<file path="src/rtl/debounced_input_pio.sv">
// Debounced parallel input port with edge capture, interrupt mask and Avalon-MM slave.
// Define DEBOUNCED_INPUT_PIO_BOTH_EDGES_EN to capture falling as well as rising stable edges.
module debounced_input_pio #(
  parameter int WIDTH      = 4,
  parameter int DB_CYCLES  = 50000,
  parameter bit ACTIVE_LOW = 1'b1
) (
  input  logic             clk,
  input  logic             reset,
  input  logic [WIDTH-1:0] in_export,
  input  logic [1:0]       avs_address,
  input  logic             avs_read,
  input  logic             avs_write,
  input  logic [31:0]      avs_writedata,
  output logic [31:0]      avs_readdata,
  output logic             irq
);

  localparam int             CW       = $clog2(DB_CYCLES);
  localparam logic [CW-1:0]  CNT_MAX  = CW'(DB_CYCLES - 1);
  // Synchronisers reset to the idle pin level so the inverted sync value starts at 0
  localparam logic [WIDTH-1:0] SYNC_IDLE = {WIDTH{ACTIVE_LOW}};

  logic [WIDTH-1:0] sync1, sync2, sync_val;
  logic [WIDTH-1:0] stable, stable_next;
  logic [WIDTH-1:0] edgecapture, edge_event, edge_clear, edge_next;
  logic [WIDTH-1:0] irqmask, wr_bits;
  logic [CW-1:0]    cnt [WIDTH];
  logic [31:0]      rd_mux;

  assign sync_val = ACTIVE_LOW ? ~sync2 : sync2;
  assign wr_bits  = avs_writedata[WIDTH-1:0];

  generate
    if (WIDTH < 32) begin : g_unused_hi
      logic unused_wdata_hi;
      assign unused_wdata_hi = ^avs_writedata[31:WIDTH];
    end
  endgenerate

  always_ff @(posedge clk or posedge reset) begin
    if (reset) begin
      sync1 <= SYNC_IDLE;
      sync2 <= SYNC_IDLE;
    end else begin
      sync1 <= in_export;
      sync2 <= sync1;
    end
  end

  always_comb begin
    stable_next = stable;
    for (int i = 0; i < WIDTH; i++) begin
      if (sync_val[i] != stable[i] && cnt[i] == CNT_MAX)
        stable_next[i] = sync_val[i];
    end
  end

  always_ff @(posedge clk or posedge reset) begin
    if (reset) begin
      stable <= '0;
      for (int i = 0; i < WIDTH; i++) cnt[i] <= '0;
    end else begin
      stable <= stable_next;
      for (int i = 0; i < WIDTH; i++) begin
        if (sync_val[i] == stable[i] || cnt[i] == CNT_MAX)
          cnt[i] <= '0;
        else
          cnt[i] <= cnt[i] + CW'(1);
      end
    end
  end

`ifdef DEBOUNCED_INPUT_PIO_BOTH_EDGES_EN
  assign edge_event = stable_next ^ stable;
`else
  assign edge_event = stable_next & ~stable;
`endif

  // A new edge event wins over a simultaneous write-1-to-clear of the same bit
  assign edge_clear = (avs_write && avs_address == 2'd2) ? wr_bits : '0;
  assign edge_next  = (edgecapture & ~edge_clear) | edge_event;

  always_comb begin
    rd_mux = '0;
    case (avs_address)
      2'd0:    rd_mux[WIDTH-1:0] = stable;
      2'd1:    rd_mux[WIDTH-1:0] = irqmask;
      2'd2:    rd_mux[WIDTH-1:0] = edgecapture;
      default: rd_mux[WIDTH-1:0] = sync_val;
    endcase
  end

  always_ff @(posedge clk or posedge reset) begin
    if (reset) begin
      edgecapture  <= '0;
      irqmask      <= '0;
      avs_readdata <= '0;
      irq          <= 1'b0;
    end else begin
      edgecapture <= edge_next;
      if (avs_write && avs_address == 2'd1)
        irqmask <= wr_bits;
      if (avs_read)
        avs_readdata <= rd_mux;
      irq <= |(edgecapture & irqmask);
    end
  end

endmodule

</file>
<file path="config.mk">
export PLATFORM = sky130hd
export DESIGN_NAME = debounced_input_pio
export DESIGN_NICKNAME = d
export VERILOG_FILES = /design/src/rtl/debounced_input_pio.sv
export SDC_FILE = /design/constraint.sdc
export NUM_CORES = 1
export LEC_CHECK = 0
export CORE_ASPECT_RATIO = 1.5
export CORE_MARGIN = 5
export CORE_UTILIZATION = 50
export DETAILED_ROUTE_END_ITERATION = 8
export PLACE_DENSITY = 0.83
export SLEW_MARGIN = 20
export SYNTH_ARGS = -nofsm -noshare
export SYNTH_HDL_FRONTEND = slang
export SYNTH_SLANG_ARGS = --single-unit
</file>
<file path="constraint.sdc">
create_clock -name clk -period 8.05 [get_ports clk]
set_input_delay 1.61 -clock clk [delete_from_list [all_inputs] [get_ports clk]]
set_output_delay 1.61 -clock clk [all_outputs]
set_load 0.05 [all_outputs]
</file>
==> results of run 1 <==
-- sequential cells by signal (all words and copies together), names as in the netlist --
register and cells:
avs_readdata 4, cnt 64, edgecapture 4, irq 1
irqmask 4, stable 4, sync1 4, sync2 4
-- power by group through the flow --
| stage | clock network, mW | logic, mW | registers [mW] |
|---|---|---|---|
| 3_5_place_dp | 0 | 0.0937 | 0.483 |
| 2_1_floorplan | 0 | 0.0703 | 0.493 |
| 5_1_grt | 0.504 | 0.101 | 0.477 |
| 6_report | 0.478 | 0.0932 | 0.476 |
| 4_1_cts | 0.489 | 0.0941 | 0.476 |
| 3_3_place_gp | 0 | 0.0914 | 0.482 |
-- logic make-up (layout without fill, tap and decap cells) --
kind of cell               count (synthesis)  in the layout  share of synthesized area, %
and+or+nand+nor                          180            180                          21.5
DFF                                       89             89                          51.3
xor gates and xnor gates                  58             58                          11.6
buffers and inverters                     55             57                          7.40
AOI/OAI and AO/OA                         20             20                          3.33
muxes                                     10             10                          3.58
adders and majority gates                  4              4                          1.15
other                                      1             28                        0.0860
-- routing by layer --
metal	vias up	share of wire [%]
met5	-	0
met4	0	1.8
met3	10	4.3
met2	56	52
met1	1480	42
li1	1423	-
-- how the worst min path moves through the flow --
| stage | from | slack, ns | endpoint |
|---|---|---|---|
| after floorplan | sync1[0]$_DFF_PP1_ | 0.35 | sync2[0]$_DFF_PP1_ |
| final | sync1[0]$_DFF_PP1_ | 0.35 | sync2[0]$_DFF_PP1_ |
| after global placement | sync1[2]$_DFF_PP1_ | 0.35 | sync2[2]$_DFF_PP1_ |
| after global routing | sync1[0]$_DFF_PP1_ | 0.36 | sync2[0]$_DFF_PP1_ |
| after CTS | sync1[0]$_DFF_PP1_ | 0.36 | sync2[0]$_DFF_PP1_ |
| after detailed placement | sync1[2]$_DFF_PP1_ | 0.35 | sync2[2]$_DFF_PP1_ |
-- cell usage in the layout (no fill, tap or decap), types with 3 or more instances in the layout --
cell / n
sky130_fd_sc_hd__bufinv_16: 3
sky130_fd_sc_hd__inv_1: 21
sky130_fd_sc_hd__conb_1: 28
sky130_fd_sc_hd__nor3_1: 12
sky130_fd_sc_hd__nand2_1: 21
sky130_fd_sc_hd__dfstp_2: 8
sky130_fd_sc_hd__mux2_2: 5
sky130_fd_sc_hd__clkdlybuf4s50_1: 18
sky130_fd_sc_hd__o21ai_0: 9
sky130_fd_sc_hd__nand3b_1: 3
sky130_fd_sc_hd__nor4bb_1: 4
sky130_fd_sc_hd__nand3_1: 19
sky130_fd_sc_hd__and3_1: 3
sky130_fd_sc_hd__mux4_2: 4
sky130_fd_sc_hd__nor4b_1: 3
sky130_fd_sc_hd__xor2_1: 6
sky130_fd_sc_hd__nor4_1: 18
sky130_fd_sc_hd__clkbuf_16: 9
sky130_fd_sc_hd__nand4_1: 14
sky130_fd_sc_hd__nor2_1: 70
sky130_fd_sc_hd__xnor2_1: 52
sky130_fd_sc_hd__dfrtp_1: 81
sky130_fd_sc_hd__o31ai_1: 5
sky130_fd_sc_hd__ha_1: 4
-- cell type report --
cell class,instances,area [µm²]
clock inverter,5,103
fill,693,3570
inverter,22,83.8
sequential,89,2240
multi-input combinational,300,1900
timing repair buffer,19,191
tap,107,134
clock buffer,11,243
-- per-stage QoR --
step	util (%)	power, mW	instance area [µm²]
final	57.8	1.05	4900
after global routing	57.8	1.08	4900
after CTS	57.8	1.06	4890
after detailed placement	53.7	0.577	4550
after global placement	53.7	0.573	4550
after floorplan	-	0.563	4460
==> run_results.csv, run 1 <==
group,metric,value,unit
worst_setup_path,r2r_cells,4,
clock_network,cts.path.max_buffers,2,
worst_setup_path,cp_num_cells,1,
worst_setup_path,max_stage_delay,0.81,ns
hold_path,hp-class,"reg2reg",
floorplan,top_level_ports,75,
clock_network,cts_htree_levels,3,
clock_network,cts.reportedPaths.clkPinSlew,0.06,ns
finish,instances_no_fill,553,
floorplan,coreArea,8460,µm²
floorplan,die_height,124,µm
logic_synthesis,ys_ff_latch,89,
floorplan,dieWidth,86.3,µm
pwr,p_switching,245,µW
logic_synthesis,synth_cell_types,37,
logic_synthesis,synth-async-reset-ratio,100,%
detailed_routing,drcViolationCount,0,
pwr,swShare,23.4,%
clock_network,cts-hold-fix-buffers,0,
worst_setup_path,cp-end-kind,"primary output",
pwr,irDropWorstVdd,0.154,mV
worst_setup_path,r2r-start,"cnt[44]$_DFF_PP0_",
logic_synthesis,synthDominantAreaCellType,"sky130_fd_sc_hd__dfrtp_1",
pwr,power_density,214,nW/µm²
status,run_status,"complete, no violations",
logic_synthesis,synth_area,4360,µm²
placed_design,port_buffers,18,
placed_design,hpwl_after_detailed_placement,5270,µm
global_route,grt_use_met3,4.83,%
worst_setup_path,worst_setup_path_endpoint,"avs_readdata[0]",
worst_setup_path,cpLargestDelayFamily,"buffers and inverters",
worst_setup_path,rrSetupSlack,6.03,ns
detailed_routing,first_pass_iteration_count_of_the_detailed_router,4,
clock_network,number_of_buffers_created_by_cts,9,
clock_network,ctsRootBufferMaster,"sky130_fd_sc_hd__clkbuf_16",
global_route,groute.layer.met1.usage,18.9,%
pwr,power.share.combinational,8.9,%
worst_setup_path,cp_cell_sequence,"clkdlybuf4s50_1",
global_route,grt_pass1_wl,13400,µm
timing,final.period_utilization,38.7,%
worst_setup_path,data_arrival_time_of_the_critical_path,1.50,ns
timing,fin_worst_hold_slack,0.354,ns
logic_synthesis,postSynthAreaPerCell,10.5,µm²
worst_setup_path,crit_path_start,"avs_readdata[0]$_DFFE_PP0P_",
logic_synthesis,synth.top_cell.area_share,46.5,%
detailed_routing,final_antenna_net_count,0,
clock_network,cts_tree,"yes",
global_route,globalRoute.busiestLayer,"met2",
global_route,grt_remaining_overflow,0,
timing,timing_hold_violations_final,0,
timing,finalWorstSetupSlack,4.94,ns
logic_synthesis,synth_commonest_cells,"sky130_fd_sc_hd__dfrtp_1 (81), sky130_fd_sc_hd__nor2_1 (70), sky130_fd_sc_hd__xnor2_1 (52), sky130_fd_sc_hd__buf_4 (28), sky130_fd_sc_hd__inv_1 (22)",
worst_setup_path,crit_slowest_cell,"sky130_fd_sc_hd__clkdlybuf4s50_1",
global_route,grtUsageMet2,25.6,%
detailed_routing,drt-total-wl,7700,µm
worst_setup_path,critPathBufInv,1,
pwr,leakage,1.99,nW
detailed_routing,vias_per_cell,5.37,
flow_run,max-cap-violations,0,
finish,final_nets,487,
timing,fin_worst_skew,0.00519,ns
clock_network,setup_fix_bufs_post_cts,0,
logic_synthesis,ys_seq_area_share,51.3,%
hold_path,timing.hold.worst_path_depth,0,
timing,timing_worst_slew_pin_value,0.820,ns
pwr,power.internal,801,µW
floorplan,initial_util,51.5,%
placed_design,dp.cells,537,
detailed_routing,detail_route.wl_per_cell,13.9,µm
clock_network,skew_pair_late_insertion_delay,0.34,ns
finish,layout-drive-gt1-share,9.87,%
global_route,number_of_antenna_violations_at_the_first_check_in_global_routing,0,
global_route,vias_in_the_first_global_route,3012,
clock_network,cts_num_sinks,89,
logic_synthesis,most_used_dff_post_synth,"sky130_fd_sc_hd__dfrtp_1",
clock_network,cts.repair.resized,0,
placed_design,finalWeightedCongestion,0.812,
timing,max-slew-margin-rel,45.1,%
timing,finalCriticalPeriod,3.11,ns
worst_setup_path,r2r_end,"cnt[34]$_DFF_PP0_",
timing,totalNegativeSetupSlack,0,ns
global_route,track_usage,15.6,%
global_route,grt_start_max_net_pins,90,
finish,area_delta_synth_final,12.2,%
floorplan,area_enclosed_by_the_die_boundary,10700,µm²
worst_setup_path,startpoint_type,"flip-flop",
worst_setup_path,worst-path-max-fanout,2,
pwr,share_seq_of_total_power,45.4,%
timing,clock.fmax,321,MHz
logic_synthesis,synthCells,417,
placed_design,pre_cts_ws,4.77,ns
timing,setup_viol_count_final,0,
finish,insertedDiodeCount,0,
pwr,clock_share_of_power,45.6,%
timing,final_max_tran_viols,0,
logic_synthesis,synth_edf_count,0,
detailed_routing,detailroute.via_count,2969,
floorplan,row_count,41,
logic_synthesis,yosysWarningCount,0,
timing,rsz0062_at_grt,"no",
worst_setup_path,data_required_time_at_the_worst_endpoint,6.44,ns
detailed_routing,drtIter0Drc,151,
logic_synthesis,synthTopCellsByArea,"sky130_fd_sc_hd__dfrtp_1 (46%), sky130_fd_sc_hd__xnor2_1 (10%), sky130_fd_sc_hd__nor2_1 (6.0%)",
worst_setup_path,critical_path_class,"reg2out",
logic_synthesis,synthMostInstantiatedCell,"sky130_fd_sc_hd__dfrtp_1",
(Power assumes the default switching activity.)
==> run 2, diff against run 1 <==
--- a/config.mk
+++ b/config.mk
@@ -7,7 +7,7 @@
 export LEC_CHECK = 0
 export CORE_ASPECT_RATIO = 1.5
 export CORE_MARGIN = 5
-export CORE_UTILIZATION = 50
+export CORE_UTILIZATION = 48
 export DETAILED_ROUTE_END_ITERATION = 8
 export PLACE_DENSITY = 0.83
 export SLEW_MARGIN = 20
==> constraint.sdc (replaced) <==
create_clock -name clk -period 2.8 [get_ports clk]
set_input_delay 0.56 -clock clk [delete_from_list [all_inputs] [get_ports clk]]
set_output_delay 0.56 -clock clk [all_outputs]
set_load 0.05 [all_outputs]
==> run 2 against run 1 <==
- critical path depth stayed put
- via count is 0.81% lower
- sequential power grew to 2.9 times the previous value
- worst hold slack improved by 0.00075 ns
- largest cell class unchanged
- clock power grew to 2.9 times the previous value
- die area grew 3.8%
- global-route usage fell by 0.28 points
- core utilization shrank 2.4 points
- clock skew is 0.0013 ns higher
==> run_results.csv, run 2 (synthesis results as in run 1) <==
group,metric,value,unit
worst_setup_path,cpLargestDelayFamily,"buffers and inverters",
detailed_routing,drt-total-wl,7780,µm
timing,finalCriticalPeriod,2.05,ns
clock_network,cts_num_sinks,89,
worst_setup_path,crit_slowest_cell,"sky130_fd_sc_hd__clkdlybuf4s50_1",
placed_design,finalWeightedCongestion,0.852,
clock_network,cts-hold-fix-buffers,0,
timing,clock.fmax,487,MHz
timing,timing_worst_slew_pin_value,0.832,ns
global_route,grt_remaining_overflow,0,
pwr,irDropWorstVdd,0.402,mV
floorplan,area_enclosed_by_the_die_boundary,11100,µm²
finish,layout.cells.most_common_list,"sky130_fd_sc_hd__dfrtp_1 (81), sky130_fd_sc_hd__nor2_1 (70), sky130_fd_sc_hd__xnor2_1 (52)",
clock_network,skew_pair_late_insertion_delay,0.34,ns
clock_network,cts.path.max_buffers,2,
worst_setup_path,critPathBufInv,1,
placed_design,port_buffers,18,
timing,max-slew-margin-rel,44.4,%
worst_setup_path,cp_cell_sequence,"clkdlybuf4s50_1",
floorplan,coreArea,8880,µm²
worst_setup_path,data_arrival_time_of_the_critical_path,1.49,ns
clock_network,cts_tree,"yes",
finish,layout_commonest_cell,"sky130_fd_sc_hd__dfrtp_1",
detailed_routing,first_pass_iteration_count_of_the_detailed_router,4,
floorplan,dieWidth,87.8,µm
worst_setup_path,worst-path-max-fanout,2,
detailed_routing,final_antenna_net_count,0,
clock_network,setup_fix_bufs_post_cts,0,
finish,layout.core_utilization,55.4,%
floorplan,die_height,127,µm
clock_network,cts.repair.resized,0,
timing,fin_worst_skew,0.00649,ns
floorplan,row_count,42,
timing,final.period_utilization,73.4,%
global_route,number_of_antenna_violations_at_the_first_check_in_global_routing,0,
global_route,track_usage,15.3,%
global_route,vias_in_the_first_global_route,2916,
finish,registers.top_by_ff_count,"cnt",
finish,final_nets,487,
finish,insertedDiodeCount,0,
detailed_routing,drtIter0Drc,167,
worst_setup_path,data_required_time_at_the_worst_endpoint,2.24,ns
hold_path,hp-class,"reg2reg",
pwr,power_density,617,nW/µm²
status,run_status,"complete, no violations",
timing,setup_viol_count_final,0,
placed_design,hpwl_after_detailed_placement,5340,µm
global_route,grt_pass1_wl,13300,µm
detailed_routing,vias_per_cell,5.30,
floorplan,top_level_ports,75,
clock_network,number_of_buffers_created_by_cts,9,
timing,rsz0062_at_grt,"no",
pwr,leakage,2.00,nW
detailed_routing,drcViolationCount,0,
timing,timing_hold_violations_final,0,
global_route,grt_start_max_net_pins,90,
worst_setup_path,startpoint_type,"flip-flop",
detailed_routing,detailroute.via_count,2945,
flow_run,max-cap-violations,0,
floorplan,initial_util,49.1,%
worst_setup_path,max_stage_delay,0.80,ns
timing,final_max_tran_viols,0,
clock_network,cts.reportedPaths.clkPinSlew,0.06,ns
worst_setup_path,critical_path_class,"reg2out",
detailed_routing,detail_route.wl_per_cell,14.0,µm
finish,largest_reg_flops,64,
worst_setup_path,cp-end-kind,"primary output",
finish,area_delta_synth_final,12.8,%
finish,layout-drive-gt1-share,9.87,%
clock_network,ctsRootBufferMaster,"sky130_fd_sc_hd__clkbuf_16",
clock_network,cts_htree_levels,3,
timing,totalNegativeSetupSlack,0,ns
## run 2: changes by cell type in the layout (fill, tap and decap cells not counted)
| cell | delta |
|---|---|
| sky130_fd_sc_hd__buf_6 | -1 |
| sky130_fd_sc_hd__clkinv_4 | +1 |
| sky130_fd_sc_hd__clkbuf_8 | +1 |
| sky130_fd_sc_hd__buf_12 | +1 |
| sky130_fd_sc_hd__clkinv_2 | -2 |
## run 2: path summary, 6_finish.rpt
| check | cells after the start | slack (ns) | endpoint | startpoint |
|---|---|---|---|---|
| worst max register to register | 4 | 0.81 | cnt[46]$_DFF_PP0_ | cnt[44]$_DFF_PP0_ |
| worst min register to register | 0 | 0.35 | sync2[3]$_DFF_PP1_ | sync1[3]$_DFF_PP1_ |
| max in group asynchronous | 3 | 1.73 | sync2[3]$_DFF_PP1_ | reset |
| worst min-delay path | 0 | 0.35 | sync2[3]$_DFF_PP1_ | sync1[3]$_DFF_PP1_ |
| worst max-delay path | 1 | 0.75 | avs_readdata[3] | avs_readdata[3]$_DFFE_PP0P_ |
| min in group asynchronous | 3 | 0.69 | cnt[46]$_DFF_PP0_ | reset |
## run 2: power by group
part / total (mW) / switching (mW) / internal (mW)
combinational: 0.272 / 0.194 / 0.0775
clock: 1.40 / 0.478 / 0.922
sequential: 1.37 / 0.0333 / 1.33
total: 3.04 / 0.705 / 2.33
## run 2: worst reg2reg max path, delay by kind of cell (launching register included)
family / cells / cell delay (ns)
simple gates: 3 / 0.60
flops: 1 / 0.42
compound gates: 1 / 0.82
## run 2: area by class of cell
class                   instances  area [µm²]
fillers                       746        3960
repair buffers                 19         200
clock buffers                  12         256
multi-input cells             300        1900
well taps                     110         138
flip-flops and latches         89        2240
inverters                      22        86.3
clock inverters                 4        98.8
## run 2: stage by stage
step | hold WS [ns] | cells | instance area, µm² | worst slack [ns] | power, mW
after global routing | 0.357 | 556 | 4920 | 0.658 | 3.14
after CTS | 0.355 | 556 | 4920 | 0.719 | 3.07
after floorplan | 0.345 | 444 | 4470 | 1.05 | 1.62
final | 0.355 | 556 | 4920 | 0.746 | 3.04
after global placement | 0.347 | 540 | 4570 | 0.590 | 1.65
after detailed placement | 0.347 | 540 | 4570 | 0.526 | 1.66
## run 2: per-layer routing
metal | vias up | wire (µm) | GRT usage [%]
met3 | 14 | 361 | 3.05
met5 | - | 0 | 0
met1 | 1437 | 3200 | 18.4
met4 | 0 | 212 | 8.94
met2 | 71 | 4010 | 25.0
li1 | 1423 | - | -
==> run 3, diff against run 2 <==
--- a/config.mk
+++ b/config.mk
@@ -7,7 +7,7 @@
 export LEC_CHECK = 0
 export CORE_ASPECT_RATIO = 1.5
 export CORE_MARGIN = 5
-export CORE_UTILIZATION = 48
+export CORE_UTILIZATION = 50
 export DETAILED_ROUTE_END_ITERATION = 8
 export PLACE_DENSITY = 0.83
 export SLEW_MARGIN = 20
==> constraint.sdc (replaced) <==
create_clock -name clk -period 2 [get_ports clk]
set_input_delay 0.4 -clock clk [delete_from_list [all_inputs] [get_ports clk]]
set_output_delay 0.4 -clock clk [all_outputs]
set_load 0.05 [all_outputs]
==> run 3 against run 2 <==
- sequential share of layout area rose by 0.12 points
- clock power is 16% higher
- first-iteration DRC count is 20% lower
- worst setup slack got worse by 0.65 ns
- clock-buffer cell count fell by 2
- register-to-register slack worse by 0.72 ns
- cell count increased by 0.72%
- final area fell by 0.25%
- critical path depth increased by 3
- via count increased by 1.1%
- total power increased by 29%
- die area decreased by 3.6%
- largest cell class unchanged
==> run_results.csv, run 3 (synthesis results as in run 1) <==
group,metric,value,unit
global_route,vias_in_the_first_global_route,3156,
clock_network,setup_fix_bufs_post_cts,0,
hold_path,hp-class,"in2async",
placed_design,dp.cells,545,
global_route,number_of_antenna_violations_at_the_first_check_in_global_routing,0,
timing,setup_viol_count_final,0,
timing,totalNegativeSetupSlack,0,ns
placed_design,port_buffers,18,
floorplan,initial_util,51.5,%
clock_network,cts_tree,"yes",
detailed_routing,detailroute.via_count,2978,
pwr,power_density,799,nW/µm²
finish,fill_cells,688,
clock_network,cts_num_sinks,89,
clock_network,cts.repair.resized,0,
finish,registers.top_by_ff_count,"cnt",
finish,layout-drive-gt1-share,11.3,%
worst_setup_path,cp-end-kind,"flip-flop",
pwr,irDropWorstVdd,0.492,mV
worst_setup_path,crit_slowest_cell,"sky130_fd_sc_hd__nor4_1",
pwr,post-layout-total-power,3.92,mW
flow_run,max-cap-violations,0,
finish,insertedDiodeCount,0,
finish,area_delta_synth_final,12.5,%
clock_network,cts_htree_levels,3,
timing,final_max_tran_viols,0,
detailed_routing,detail_route.wl_per_cell,14.0,µm
worst_setup_path,data_arrival_time_of_the_critical_path,2.15,ns
finish,largest_reg_flops,64,
timing,clock.fmax,524,MHz
timing,fin_worst_hold_slack,0.352,ns
floorplan,die_height,124,µm
timing,rsz0062_at_grt,"no",
pwr,leakage,2.00,nW
global_route,grt_remaining_overflow,0,
placed_design,finalWeightedCongestion,0.885,
timing,max-slew-margin-rel,60.8,%
finish,layout_commonest_cell,"sky130_fd_sc_hd__dfrtp_1",
finish,final_cell_area,4910,µm²
floorplan,dieWidth,86.3,µm
floorplan,area_enclosed_by_the_die_boundary,10700,µm²
floorplan,row_count,41,
global_route,track_usage,16.0,%
global_route,grt_start_max_net_pins,40,
placed_design,placed_area,4620,µm²
detailed_routing,first_pass_iteration_count_of_the_detailed_router,4,
worst_setup_path,worst-path-max-fanout,4,
clock_network,cts.path.max_buffers,2,
worst_setup_path,critPathBufInv,0,
placed_design,hpwl_after_detailed_placement,5540,µm
detailed_routing,drt-total-wl,7820,µm
worst_setup_path,path_common_cell,"sky130_fd_sc_hd__nor4_1",
finish,instances_no_fill,560,
worst_setup_path,cpLargestDelayFamily,"simple AND/OR/NAND/NOR gates",
global_route,grt_pass1_wl,13900,µm
floorplan,coreArea,8460,µm²
finish,layout.cells.most_common_list,"sky130_fd_sc_hd__dfrtp_1 (81), sky130_fd_sc_hd__nor2_1 (70), sky130_fd_sc_hd__xnor2_1 (52)",
clock_network,skew_pair_late_insertion_delay,0.34,ns
clock_network,number_of_buffers_created_by_cts,9,
detailed_routing,vias_per_cell,5.32,
detailed_routing,drtIter0Drc,133,
detailed_routing,drcViolationCount,0,
timing,timing_worst_slew_pin_value,0.582,ns
clock_network,cts-hold-fix-buffers,0,
worst_setup_path,max_stage_delay,0.57,ns
clock_network,ctsRootBufferMaster,"sky130_fd_sc_hd__clkbuf_16",
detailed_routing,final_antenna_net_count,0,
finish,final_nets,495,
worst_setup_path,cp_cell_sequence,"nor4_1 -> nand3b_1 -> nor4_1 -> mux2i_1",
timing,finalCriticalPeriod,1.91,ns
worst_setup_path,startpoint_type,"flip-flop",
clock_network,cts.reportedPaths.clkPinSlew,0.07,ns
floorplan,top_level_ports,75,
timing,final.period_utilization,95.4,%
status,run_status,"complete, no violations",
timing,fin_worst_skew,0.00829,ns
worst_setup_path,critical_path_class,"reg2reg",
timing,timing_hold_violations_final,0,
worst_setup_path,data_required_time_at_the_worst_endpoint,2.24,ns
run 3: cell types whose count changed in the layout (fill, tap and decap cells not counted), sizes merged:
cell	previous run	this run
clkinv	1	4
buf	1	9
clkbuf	12	10
bufinv	3	1
run 3: worst reg2reg max path, delay by kind of cell, from the launching register on:
kind	cells	cell delay (ns)
AND/OR/NAND/NOR	3	1.07
flip-flops	1	0.43
multiplexers	1	0.31
run 3: through the flow:
stage | util [%] | setup WS, ns
floorplan | - | 0.367
global placement | 54.6 | 0.0318
detailed placement | 54.6 | -0.0167
CTS | 58.0 | 0.0846
global route | 58.0 | 0.0397
finish | 58.0 | 0.0919
run 3: cell type report:
type / count / area [µm²] / share of cell area [%]
clock buffers: 10 / 229 / 4.66
clock inverters: 5 / 57.6 / 1.17
inverters: 22 / 86.3 / 1.76
multi-input cells: 300 / 1900 / 38.8
flip-flops and latches: 89 / 2240 / 45.6
well taps: 107 / 134 / 2.73
repair buffers: 27 / 260 / 5.30
run 3: per-layer routing:
layer  wire, µm  global-route usage, %  part of all wire, %
met4        142                   5.87                  1.8
met5          0                      0                    0
met3        414                   4.63                  5.3
met1       3230                   18.7                   41
met2       4030                   27.3                   52
run 3: path summary, 6_finish.rpt:
| check | start | to | slack, ns | cells after the start |
|---|---|---|---|---|
| min reg2reg | sync1[2]$_DFF_PP1_ | sync2[2]$_DFF_PP1_ | 0.35 | 0 |
| min in group clk | sync1[2]$_DFF_PP1_ | sync2[2]$_DFF_PP1_ | 0.35 | 0 |
| max reg2reg | cnt[44]$_DFF_PP0_ | stable[1]$_DFF_PP0_ | 0.09 | 4 |
| min | reset | cnt[10]$_DFF_PP0_ | 0.35 | 2 |
| max in group asynchronous | reset | sync2[0]$_DFF_PP1_ | 1.01 | 3 |
| max | cnt[44]$_DFF_PP0_ | stable[1]$_DFF_PP0_ | 0.09 | 4 |
run 3: power breakdown:
group          switching (mW)  internal (mW)  total [mW]
combinational           0.272          0.118       0.390
clock                   0.660          0.960        1.62
sequential             0.0479           1.87        1.91
